$ cat config.mk
export PLATFORM = sky130hd
export DESIGN_NAME = id_stage_flat
export DESIGN_NICKNAME = d
export VERILOG_FILES = /design/src/rtl/id_stage_if.sv /design/src/rtl/id_stage.sv /design/src/flat_wrapper.sv
export SDC_FILE = /design/constraint.sdc
export NUM_CORES = 2
export LEC_CHECK = 0
export BUFFER_PORTS_ARGS = -buffer_cell sky130_fd_sc_hd__buf_2
export CAP_MARGIN = 15
export CORE_MARGIN = 5
export CORE_UTILIZATION = 55
export CTS_CLUSTER_DIAMETER = 100
export CTS_CLUSTER_SIZE = 24
export DETAILED_ROUTE_END_ITERATION = 10
export PLACE_DENSITY = 0.78
export SKIP_LAST_GASP = 1
export SYNTH_ARGS = -nofsm -noshare
export SYNTH_HDL_FRONTEND = slang
export SYNTH_SLANG_ARGS = --single-unit
$ cat constraint.sdc
create_clock -name clock -period 3.2 [get_ports clock]
set_clock_uncertainty 0.15 [all_clocks]
set_input_delay 0.16 -clock clock [delete_from_list [all_inputs] [get_ports clock]]
set_output_delay 0.16 -clock clock [all_outputs]
set_load 0.05 [all_outputs]
$ cat src/rtl/id_stage_if.sv
// Shared next-PC select type and the fetch <-> decode link: IF/ID buffer
// forward, pc_mux/stall/flush back to fetch.
package core_pkg;
  typedef enum logic [0:0] {
    NEXTPC     = 1'b0,
    ALU_RESULT = 1'b1
  } pc_mux;
endpackage

interface id_stage_if;
  import core_pkg::*;

  logic        instr_valid_ip;
  logic [31:0] instr_data_ip;
  logic [31:0] instr_pc_addr_ip;
  pc_mux       pc_mux_op;
  logic        stall_op;
  logic        flush_op;

  modport master (
    output instr_valid_ip, instr_data_ip, instr_pc_addr_ip,
    input  pc_mux_op, stall_op, flush_op
  );

  modport slave (
    input  instr_valid_ip, instr_data_ip, instr_pc_addr_ip,
    output pc_mux_op, stall_op, flush_op
  );
endinterface

$ cat src/rtl/id_stage.sv
// RV32I decode stage: decode, register file with write-first bypass,
// load-use stall, redirect tracking, and the registered ID/EX buffer.
module id_stage
  import core_pkg::*;
#(
  parameter int NUM_REGS   = 32,
  parameter int RESET_REGS = 1
) (
  input  logic        clock,
  input  logic        reset,
  id_stage_if.slave   fetch_bus,
  input  logic        alu_result_valid_ip,
  input  logic        wb_we_ip,
  input  logic [4:0]  wb_rd_ip,
  input  logic [31:0] wb_data_ip,
  output logic        id_valid_op,
  output logic [31:0] pc_addr_op,
  output logic [31:0] rs1_data_op,
  output logic [31:0] rs2_data_op,
  output logic [31:0] imm_op,
  output logic [4:0]  rd_op,
  output logic [3:0]  alu_op_op,
  output logic [2:0]  funct3_op,
  output logic        alu_src_imm_op,
  output logic        mem_read_op,
  output logic        mem_write_op,
  output logic        reg_write_op,
  output logic        is_ctrl_op
);

  localparam logic [6:0] OPC_LUI    = 7'b0110111;
  localparam logic [6:0] OPC_AUIPC  = 7'b0010111;
  localparam logic [6:0] OPC_JAL    = 7'b1101111;
  localparam logic [6:0] OPC_JALR   = 7'b1100111;
  localparam logic [6:0] OPC_BRANCH = 7'b1100011;
  localparam logic [6:0] OPC_LOAD   = 7'b0000011;
  localparam logic [6:0] OPC_STORE  = 7'b0100011;
  localparam logic [6:0] OPC_OPIMM  = 7'b0010011;
  localparam logic [6:0] OPC_OP     = 7'b0110011;

  typedef enum logic [1:0] {
    RUN      = 2'b00,
    WAIT_TGT = 2'b01,
    DRAIN    = 2'b10
  } state_e;

  state_e      state_r;
  logic [31:0] regs_r [NUM_REGS];

  logic [31:0] instr_s;
  logic [6:0]  opcode_s;
  logic [2:0]  funct3_s;
  logic [4:0]  rs1_s, rs2_s, rd_s;
  logic        legal_s, uses_rs1_s, uses_rs2_s, is_ctrl_s;
  logic        alu_src_imm_s, mem_read_s, mem_write_s, reg_write_s;
  logic [31:0] imm_s;
  logic [3:0]  alu_op_s;
  logic [31:0] rs1_val_s, rs2_val_s;
  logic        live_s, illegal_s, hazard_s, issue_s;
  pc_mux       pc_mux_s;

  assign instr_s  = fetch_bus.instr_data_ip;
  assign opcode_s = instr_s[6:0];
  assign funct3_s = instr_s[14:12];
  assign rs1_s    = instr_s[19:15];
  assign rs2_s    = instr_s[24:20];
  assign rd_s     = instr_s[11:7];

  // Register read: x0 is zero, a same-cycle write-back to the register wins.
  function automatic logic [31:0] read_reg(input logic [4:0] idx);
    logic [31:0] val;
    if (idx == 5'd0) begin
      val = 32'd0;
    end else if (wb_we_ip && (wb_rd_ip == idx)) begin
      val = wb_data_ip;
    end else begin
      val = regs_r[idx];
    end
    return val;
  endfunction

  // Opcode decode: legality, operand usage, immediate and control bits.
  always_comb begin
    legal_s       = 1'b0;
    uses_rs1_s    = 1'b0;
    uses_rs2_s    = 1'b0;
    is_ctrl_s     = 1'b0;
    alu_src_imm_s = 1'b0;
    mem_read_s    = 1'b0;
    mem_write_s   = 1'b0;
    reg_write_s   = 1'b0;
    imm_s         = 32'd0;
    alu_op_s      = 4'd0;
    case (opcode_s)
      OPC_LUI, OPC_AUIPC: begin
        legal_s       = 1'b1;
        alu_src_imm_s = 1'b1;
        reg_write_s   = 1'b1;
        imm_s         = {instr_s[31:12], 12'd0};
      end
      OPC_JAL: begin
        legal_s       = 1'b1;
        is_ctrl_s     = 1'b1;
        alu_src_imm_s = 1'b1;
        reg_write_s   = 1'b1;
        imm_s = {{11{instr_s[31]}}, instr_s[31], instr_s[19:12],
                 instr_s[20], instr_s[30:21], 1'b0};
      end
      OPC_JALR: begin
        legal_s       = 1'b1;
        is_ctrl_s     = 1'b1;
        uses_rs1_s    = 1'b1;
        alu_src_imm_s = 1'b1;
        reg_write_s   = 1'b1;
        imm_s         = {{20{instr_s[31]}}, instr_s[31:20]};
      end
      OPC_BRANCH: begin
        legal_s    = 1'b1;
        is_ctrl_s  = 1'b1;
        uses_rs1_s = 1'b1;
        uses_rs2_s = 1'b1;
        imm_s = {{19{instr_s[31]}}, instr_s[31], instr_s[7],
                 instr_s[30:25], instr_s[11:8], 1'b0};
      end
      OPC_LOAD: begin
        legal_s       = 1'b1;
        uses_rs1_s    = 1'b1;
        alu_src_imm_s = 1'b1;
        mem_read_s    = 1'b1;
        reg_write_s   = 1'b1;
        imm_s         = {{20{instr_s[31]}}, instr_s[31:20]};
      end
      OPC_STORE: begin
        legal_s       = 1'b1;
        uses_rs1_s    = 1'b1;
        uses_rs2_s    = 1'b1;
        alu_src_imm_s = 1'b1;
        mem_write_s   = 1'b1;
        imm_s = {{20{instr_s[31]}}, instr_s[31:25], instr_s[11:7]};
      end
      OPC_OPIMM: begin
        legal_s       = 1'b1;
        uses_rs1_s    = 1'b1;
        alu_src_imm_s = 1'b1;
        reg_write_s   = 1'b1;
        imm_s         = {{20{instr_s[31]}}, instr_s[31:20]};
        // Only shifts carry funct7[5] (SRAI vs SRLI); elsewhere it is imm.
        alu_op_s = {(funct3_s == 3'b101) ? instr_s[30] : 1'b0, funct3_s};
      end
      OPC_OP: begin
        legal_s     = 1'b1;
        uses_rs1_s  = 1'b1;
        uses_rs2_s  = 1'b1;
        reg_write_s = 1'b1;
        alu_op_s    = {instr_s[30], funct3_s};
      end
      default: begin
        legal_s = 1'b0;
      end
    endcase
  end

  assign rs1_val_s = read_reg(rs1_s);
  assign rs2_val_s = read_reg(rs2_s);

  // Hazard, flush and next-PC select; squashed instructions are ignored.
  always_comb begin
    live_s    = fetch_bus.instr_valid_ip && (state_r == RUN) && !reset;
    illegal_s = live_s && !legal_s;
    hazard_s  = live_s && legal_s && mem_read_op && (rd_op != 5'd0) &&
                ((uses_rs1_s && (rs1_s == rd_op)) ||
                 (uses_rs2_s && (rs2_s == rd_op)));
    issue_s   = live_s && legal_s && !hazard_s;
    if (reset) begin
      pc_mux_s = NEXTPC;
    end else if (state_r == WAIT_TGT) begin
      pc_mux_s = ALU_RESULT;
    end else if (issue_s && is_ctrl_s) begin
      pc_mux_s = ALU_RESULT;
    end else begin
      pc_mux_s = NEXTPC;
    end
  end

  assign fetch_bus.pc_mux_op = pc_mux_s;
  assign fetch_bus.stall_op  = hazard_s;
  assign fetch_bus.flush_op  = illegal_s;

  // Register file write port; x0 writes are dropped.
  always_ff @(posedge clock) begin
    if (reset) begin
      if (RESET_REGS == 1) begin
        for (int i = 0; i < NUM_REGS; i++) begin
          regs_r[i] <= 32'd0;
        end
      end
    end else if (wb_we_ip && (wb_rd_ip != 5'd0)) begin
      regs_r[wb_rd_ip] <= wb_data_ip;
    end
  end

  // Redirect FSM and ID/EX buffer; anything not issued becomes a bubble.
  always_ff @(posedge clock) begin
    if (reset) begin
      state_r        <= RUN;
      id_valid_op    <= 1'b0;
      pc_addr_op     <= 32'd0;
      rs1_data_op    <= 32'd0;
      rs2_data_op    <= 32'd0;
      imm_op         <= 32'd0;
      rd_op          <= 5'd0;
      alu_op_op      <= 4'd0;
      funct3_op      <= 3'd0;
      alu_src_imm_op <= 1'b0;
      mem_read_op    <= 1'b0;
      mem_write_op   <= 1'b0;
      reg_write_op   <= 1'b0;
      is_ctrl_op     <= 1'b0;
    end else begin
      case (state_r)
        RUN:      if (issue_s && is_ctrl_s) state_r <= WAIT_TGT;
        WAIT_TGT: if (alu_result_valid_ip) state_r <= DRAIN;
        DRAIN:    state_r <= RUN;
        default:  state_r <= RUN;
      endcase
      if (issue_s) begin
        id_valid_op    <= 1'b1;
        pc_addr_op     <= fetch_bus.instr_pc_addr_ip;
        rs1_data_op    <= rs1_val_s;
        rs2_data_op    <= rs2_val_s;
        imm_op         <= imm_s;
        rd_op          <= reg_write_s ? rd_s : 5'd0;
        alu_op_op      <= alu_op_s;
        funct3_op      <= funct3_s;
        alu_src_imm_op <= alu_src_imm_s;
        mem_read_op    <= mem_read_s;
        mem_write_op   <= mem_write_s;
        reg_write_op   <= reg_write_s;
        is_ctrl_op     <= is_ctrl_s;
      end else begin
        id_valid_op    <= 1'b0;
        pc_addr_op     <= 32'd0;
        rs1_data_op    <= 32'd0;
        rs2_data_op    <= 32'd0;
        imm_op         <= 32'd0;
        rd_op          <= 5'd0;
        alu_op_op      <= 4'd0;
        funct3_op      <= 3'd0;
        alu_src_imm_op <= 1'b0;
        mem_read_op    <= 1'b0;
        mem_write_op   <= 1'b0;
        reg_write_op   <= 1'b0;
        is_ctrl_op     <= 1'b0;
      end
    end
  end

endmodule

$ cat src/flat_wrapper.sv
// flat-port wrapper written by rule: the top's interface ports become plain ports
module id_stage_flat import core_pkg::*;
#(
  parameter int NUM_REGS   = 32,
  parameter int RESET_REGS = 1
)
  (clock, reset, alu_result_valid_ip, wb_we_ip, wb_rd_ip, wb_data_ip, id_valid_op, pc_addr_op, rs1_data_op, rs2_data_op, imm_op, rd_op, alu_op_op, funct3_op, alu_src_imm_op, mem_read_op, mem_write_op, reg_write_op, is_ctrl_op, fetch_bus_instr_valid_ip, fetch_bus_instr_data_ip, fetch_bus_instr_pc_addr_ip, fetch_bus_pc_mux_op, fetch_bus_stall_op, fetch_bus_flush_op);
  id_stage_if fetch_bus_i ();
  input  logic clock;
  input  logic reset;
  input  logic alu_result_valid_ip;
  input  logic wb_we_ip;
  input  logic [4:0] wb_rd_ip;
  input  logic [31:0] wb_data_ip;
  output logic id_valid_op;
  output logic [31:0] pc_addr_op;
  output logic [31:0] rs1_data_op;
  output logic [31:0] rs2_data_op;
  output logic [31:0] imm_op;
  output logic [4:0] rd_op;
  output logic [3:0] alu_op_op;
  output logic [2:0] funct3_op;
  output logic alu_src_imm_op;
  output logic mem_read_op;
  output logic mem_write_op;
  output logic reg_write_op;
  output logic is_ctrl_op;
  input wire logic [$bits(fetch_bus_i.instr_valid_ip)-1:0] fetch_bus_instr_valid_ip;
  input wire logic [$bits(fetch_bus_i.instr_data_ip)-1:0] fetch_bus_instr_data_ip;
  input wire logic [$bits(fetch_bus_i.instr_pc_addr_ip)-1:0] fetch_bus_instr_pc_addr_ip;
  output wire logic [$bits(fetch_bus_i.pc_mux_op)-1:0] fetch_bus_pc_mux_op;
  output wire logic [$bits(fetch_bus_i.stall_op)-1:0] fetch_bus_stall_op;
  output wire logic [$bits(fetch_bus_i.flush_op)-1:0] fetch_bus_flush_op;
  assign fetch_bus_i.instr_valid_ip = fetch_bus_instr_valid_ip;
  assign fetch_bus_i.instr_data_ip = fetch_bus_instr_data_ip;
  assign fetch_bus_i.instr_pc_addr_ip = fetch_bus_instr_pc_addr_ip;
  assign fetch_bus_pc_mux_op = fetch_bus_i.pc_mux_op;
  assign fetch_bus_stall_op = fetch_bus_i.stall_op;
  assign fetch_bus_flush_op = fetch_bus_i.flush_op;
  id_stage #(.NUM_REGS(NUM_REGS), .RESET_REGS(RESET_REGS)) u_core (.clock(clock), .reset(reset), .fetch_bus(fetch_bus_i), .alu_result_valid_ip(alu_result_valid_ip), .wb_we_ip(wb_we_ip), .wb_rd_ip(wb_rd_ip), .wb_data_ip(wb_data_ip), .id_valid_op(id_valid_op), .pc_addr_op(pc_addr_op), .rs1_data_op(rs1_data_op), .rs2_data_op(rs2_data_op), .imm_op(imm_op), .rd_op(rd_op), .alu_op_op(alu_op_op), .funct3_op(funct3_op), .alu_src_imm_op(alu_src_imm_op), .mem_read_op(mem_read_op), .mem_write_op(mem_write_op), .reg_write_op(reg_write_op), .is_ctrl_op(is_ctrl_op));
endmodule
# --- Word level (Yosys, flattened, before mapping) ---
# Memories as Yosys holds them, arrays and structs flattened. A register that Yosys moved wholly into a read port is not among the register bits.
# Index checks and enable logic that the tools add are counted.
word_totals:
  output_inout_bits: 149
  input_bits: 106
  elab_cells: 91
  memories: 1
  mem_bits_rw: 1024
  regBits: 84
memory_table:
  columns: ["memory", "words", "word_bits", "read_ports", "rd_clocked_by_memory_dff", "wr", "line_no", "text"]
  rows:
  - ["u_core.regs_r", 32, 32, 2, 2, 32, "id_stage.sv:48", "logic [31:0] regs_r [NUM_REGS];"]
op_classes:
  reduce_logical: 35
  eq_ne: 15
  mux: 26
  bitwise: 2
ops:
  columns: ["operator", "n"]
  rows:
  - ["32-bit one-hot mux with 5 select lines", 1]
  - ["32-bit two-way mux", 1]
  - ["32-bit OR reduction", 1]
  - ["7-bit by 6-bit == test with 1-bit output, second input constant", 3]
  - ["7-bit == test, second input constant", 3]
  - ["1-bit two-way mux", 19]
  - ["3-bit OR reduction", 6]
  - ["7-bit by 5-bit == test with 1-bit output, second input constant", 2]
  - ["7-bit OR reduction", 2]
  - ["1-bit logical AND", 12]
  - ["5-bit == test", 2]
  - ["5-bit logical NOT", 2]
  - ["5-bit nonzero test", 2]
  - ["9-bit OR reduction", 1]
  - ["4-bit one-hot mux with 2 select lines", 1]
  - ["7-bit by 2-bit == test with 1-bit output, second input constant", 1]
  - ["6-bit OR reduction", 1]
  - ["5-bit two-way mux", 1]
  - ["2-bit two-way mux", 2]
  - ["2-bit != test, second input constant", 2]
  - ["2-bit one-hot mux with 2 select lines", 1]
  - ["2-bit OR reduction", 2]
  - ["3-bit == test, second input constant", 1]
  - ["1-bit logical NOT", 3]
  - ["5 further kinds", 6]

# --- Logic depth before layout (Yosys ltp) ---
depth:
  word_depth: 13
  depth_mapped: 11
  ltp_nobuf: 7

# --- Least setup slack after synthesis ---
# OpenSTA, ideal clock, no wires.
synth_path:
  kind: "register to output"
  startpoint: "register u_core.rd_op[2]"
  endpoint: "output port fetch_bus_stall_op"
  path_buffers: 1
  slack_ps: 336
  t_arrival_ps: 2554
  t_required_ps: 2890
  path_stages_with_launch: 7
  cell_sequence: "dfxtp_1 -> xor2_1 -> or4_1 -> nor4_2 -> o221ai_2 -> clkbuf_1 -> nor2_1"
synth_via:
  elab_chain_len: 4
  word_cells_on_any_way: 8
synth_lines:
  columns: ["element", "line_no", "text"]
  rows:
  - ["from (decl)", "id_stage.sv:21", "output logic [4:0] rd_op,"]
  - ["from (signal assigned)", "id_stage.sv:232", "rd_op <= reg_write_s ? rd_s : 5'd0;"]
  - ["5-bit == test (on tied branches)", "id_stage.sv:171, id_stage.sv:172", null]
  - ["1-bit logical AND (on tied branches)", "id_stage.sv:171, id_stage.sv:172", null]
  - ["1-bit logical OR", "id_stage.sv:171", "((uses_rs1_s && (rs1_s == rd_op)) ||"]
  - ["1-bit logical AND (*)", "id_stage.sv:170", "hazard_s = live_s && legal_s && mem_read_op && (rd_op != 5'd0) &&"]
  - ["to (decl)", "flat_wrapper.sv:32", "output wire logic [$bits(fetch_bus_i.stall_op)-1:0] fetch_bus_stall_op;"]
# Every way passes the cells marked *; elsewhere a longest branch is shown, timed or not.

# --- Worst setup path after layout ---
layout_path:
  startpoint: "register u_core.rd_op[1]"
  endpoint: "output port fetch_bus_pc_mux_op"
layout_via:
  elab_chain_len: 10
  word_cells_on_any_way: 14
layout_lines:
  columns: ["element", "line_no", "text"]
  rows:
  - ["5-bit == test (on tied branches)", "id_stage.sv:171, id_stage.sv:172", null]
  - ["1-bit logical AND (on tied branches)", "id_stage.sv:171, id_stage.sv:172", null]
  - ["1-bit logical OR", "id_stage.sv:171", null]
  - ["1-bit logical AND (*)", "id_stage.sv:170", null]
  - ["1-bit logical NOT (*)", "id_stage.sv:173", "issue_s = live_s && legal_s && !hazard_s;"]
  - ["1-bit logical AND (*)", "id_stage.sv:173", null]
  - ["1-bit logical AND (*)", "id_stage.sv:178", "end else if (issue_s && is_ctrl_s) begin"]
  - ["1-bit two-way mux (*)", "id_stage.sv:178", null]
  - ["1-bit two-way mux (*)", "id_stage.sv:176", "end else if (state_r == WAIT_TGT) begin"]
  - ["1-bit two-way mux (*)", "id_stage.sv:174", "if (reset) begin"]
  - ["to (decl)", "flat_wrapper.sv:31", "output wire logic [$bits(fetch_bus_i.pc_mux_op)-1:0] fetch_bus_pc_mux_op;"]
# Marks and branches as above.

==> results.txt <==
Global Route Usage Sum: 0.376
Post-synth EDFFs: 1024
syn avg cell area: 14.1 µm²
Slew Limit Fails: 0
most numerous cell in the Yosys netlist: edfxtp_1
final setup violation count: 0
maximum VDD drop: 0.392 mV
Max Freq: 0.321 GHz
fraction of layout cells with a size suffix above 1: 0.237
critical path capture point type: primary output
area grow syn2layout: 11.7%
PwrDens: 457 mW/mm²
Ys Warns: 0
number of fill cells: 7929
Vias/cell: 7.08
crit path DAT: 2810 ps
CTS Sinks: 1172
register area: 0.0337 mm²
WL met1: 72200 µm
routability cong.: 0.978
CTS tree: done
initial core utilization: 0.555
clock buffer count from CTS: 56
uppermost layer routed: met5
crit path to: fetch_bus_pc_mux_op
die width: 339 µm
crit path from: u_core.rd_op[1]
Unique masters post-synth: 73
I/O Buffers: 254
first-pass GRT wire length: 308000 µm
fin crit share: 0.974
Max Cap Viol: 0
cell taking the most area after synthesis: edfxtp_1
initial antenna violation count: 29
Final Hold Viols: 0
Pre-antenna DRT Iters: 6
ys flop type: edfxtp_1
leak pwr: 0.0244 µW
Iteration-0 DRC Markers: 7822
Die ar.: 0.115 mm²
vias in the first global route: 41500
Final Non-Filler Cells: 5986
measured slew at the worst slew-check pin: 943 ps
worst setup margin: 84.2 ps
max_slew headroom: 0.370
min cycle time layout: 3120 ps
share of flip-flops with an asynchronous set or reset: 0
CTS H-Tree Depth: 2
Detail Placement HPWL: 140000 µm
Placed Instances: 5752
pre-CTS setup slack: 444 ps
Worst R2R End: u_core.imm_op[13]
Met2 Routed Length: 97000 µm
Worst EP required: 2890 ps
Row Count: 120
R2R cell count: 8
core area: 0.107 mm²
final antenna-violating net count: 0
synthesized netlist cell count: 4227
worst r2r src: u_core.rd_op[2]
DRT Wirelength: 221000 µm
Min-Delay Path Class: primary input to flip-flop
RSZ-0062 raised after global routing: no
CTS root buffer: clkbuf_16
total power: 30400 µW
flops & latches, synth: 1172
multi-input combinational cell area: 0.0244 mm²
drt wl/cell: 36.9 µm
NumNets Final: 4625
status: finished, final reports clean
grt total ovfl: 0
Via Count: 42400
most frequent cells after synthesis: edfxtp_1 (1024), and2_1 (1005), mux4_2 (393)
Mapped Area: 0.0596 mm²
register area share after synthesis: 0.566
FF-to-FF setup slack: 300 ps
WL met3: 34800 µm
Setup TNS Final: 0 ps
hold_ws: 45.3 ps
largest net degree at the start of global routing: 64
clock buffer depth: 3
Setup CP Type: flip-flop to primary output
crit path max fanout: 5
io pins: 255
Post-CTS Setup Inserts: 0
DRC: 0
Die H: 339 µm
crit start category: flip-flop
later-pin clock latency in the skew report: 710 ps
top cells by area, synth: edfxtp_1 (52%), mux4_2 (15%), and2_1 (11%)
CTS clock-pin slew for the worst setup and hold paths: 100 ps
top cell type's share of synthesized area: 0.516
[power by group]
group | internal [µW] | total, µW | switching, µW
Clock | 3430 | 8440 | 5010
Combinational | 1730 | 4250 | 2520
Sequential | 17300 | 17700 | 403
[logic make-up (layout without fill, tap and decap cells)]
logic type,count (synthesis),in the layout,share of synthesized area
compound gates,382,382,0.0439
xor+xnor,20,20,0.00294
buf+inv,423,728,0.0328
flops,1172,1172,0.566
mux,739,739,0.207
other cells,1,52,0.0000629
simple gates,1490,1490,0.148
[state kept, by name, summed over array words and instances, names as in the netlist]
register and flops:
u_core.imm_op 32, u_core.reg_write_op 1, u_core.rs2_data_op 32, u_core.rd_op 5, u_core.mem_write_op 1, u_core.alu_op_op 4, u_core.funct3_op 3, u_core.id_valid_op 1
u_core.rs1_data_op 32, u_core.mem_read_op 1, u_core.alu_src_imm_op 1, u_core.state_r 2, u_core.regs_r 1024, u_core.is_ctrl_op 1, u_core.pc_addr_op 32
[worst min path at each step]
stage                                start                 end  slack [ps]  cells after the start
6_report       fetch_bus_instr_data_ip[27]    u_core.imm_op[7]          50                      3
5_1_grt        fetch_bus_instr_data_ip[29]    u_core.imm_op[9]          70                      3
4_1_cts         fetch_bus_instr_data_ip[6]   u_core.imm_op[31]           5                      5
3_5_place_dp           alu_result_valid_ip   u_core.state_r[0]         230                      2
3_3_place_gp   fetch_bus_instr_data_ip[29]    u_core.imm_op[9]         230                      2
2_1_floorplan   fetch_bus_instr_data_ip[4]  u_core.mem_read_op          90                      1
[critical path, cell delays in order (launching register included)]
cell      delay [ps]
dfxtp_2          370
or4_1            610
o221ai_4         320
nand2_2          150
o21ai_1          330
clkbuf_4         320
[layer usage]
metal / vias up / global-route usage
li1: 16500 / -
met1: 20900 / 0.471
met2: 4030 / 0.564
met3: 891 / 0.132
met4: 16 / 0.231
met5: - / 0
[through the flow]
stage / utilization / cell area, µm²
2_1_floorplan: - / 59700
3_3_place_gp: 0.594 / 63700
3_5_place_dp: 0.594 / 63700
4_1_cts: 0.619 / 66500
5_1_grt: 0.620 / 66500
6_report: 0.620 / 66600
[cells in the final DEF (no fill, tap or decap), types with 28 or more instances in the layout]
| master | n |
|---|---|
| a21oi_1 | 82 |
| a22oi_1 | 138 |
| and2_1 | 1005 |
| and3_1 | 43 |
| buf_12 | 48 |
| buf_2 | 245 |
| buf_4 | 212 |
| clkbuf_1 | 38 |
| clkbuf_16 | 57 |
| conb_1 | 32 |
| dfxtp_1 | 146 |
| dlygate4sd3_1 | 112 |
| edfxtp_1 | 1024 |
| mux2i_1 | 339 |
| mux4_2 | 393 |
| nand2_1 | 99 |
| nand4_1 | 28 |
| nor2_1 | 90 |
| nor2_4 | 31 |
| nor3_1 | 53 |
| o22ai_1 | 90 |
| or2_2 | 38 |
[layout make-up]
cell class | count | share of cell area
sequential | 1172 | 0.507
tap | 1403 | 0.0264
clock buffer | 96 | 0.0238
inverter | 4 | 0.000244
timing repair buffer | 622 | 0.0746
multi-input combinational | 2663 | 0.367
antenna | 20 | 0.000752
clock inverter | 6 | 0.000921
[what timing repair did]
item	CTS	global route
pin swaps	0	0
gates cloned	0	0
gates resized for setup	3	5
setup endpoints to repair	2	3
hold buffers	112	0
hold endpoints to repair	1034	0
Note: power is estimated with default switching activity, not from simulation.
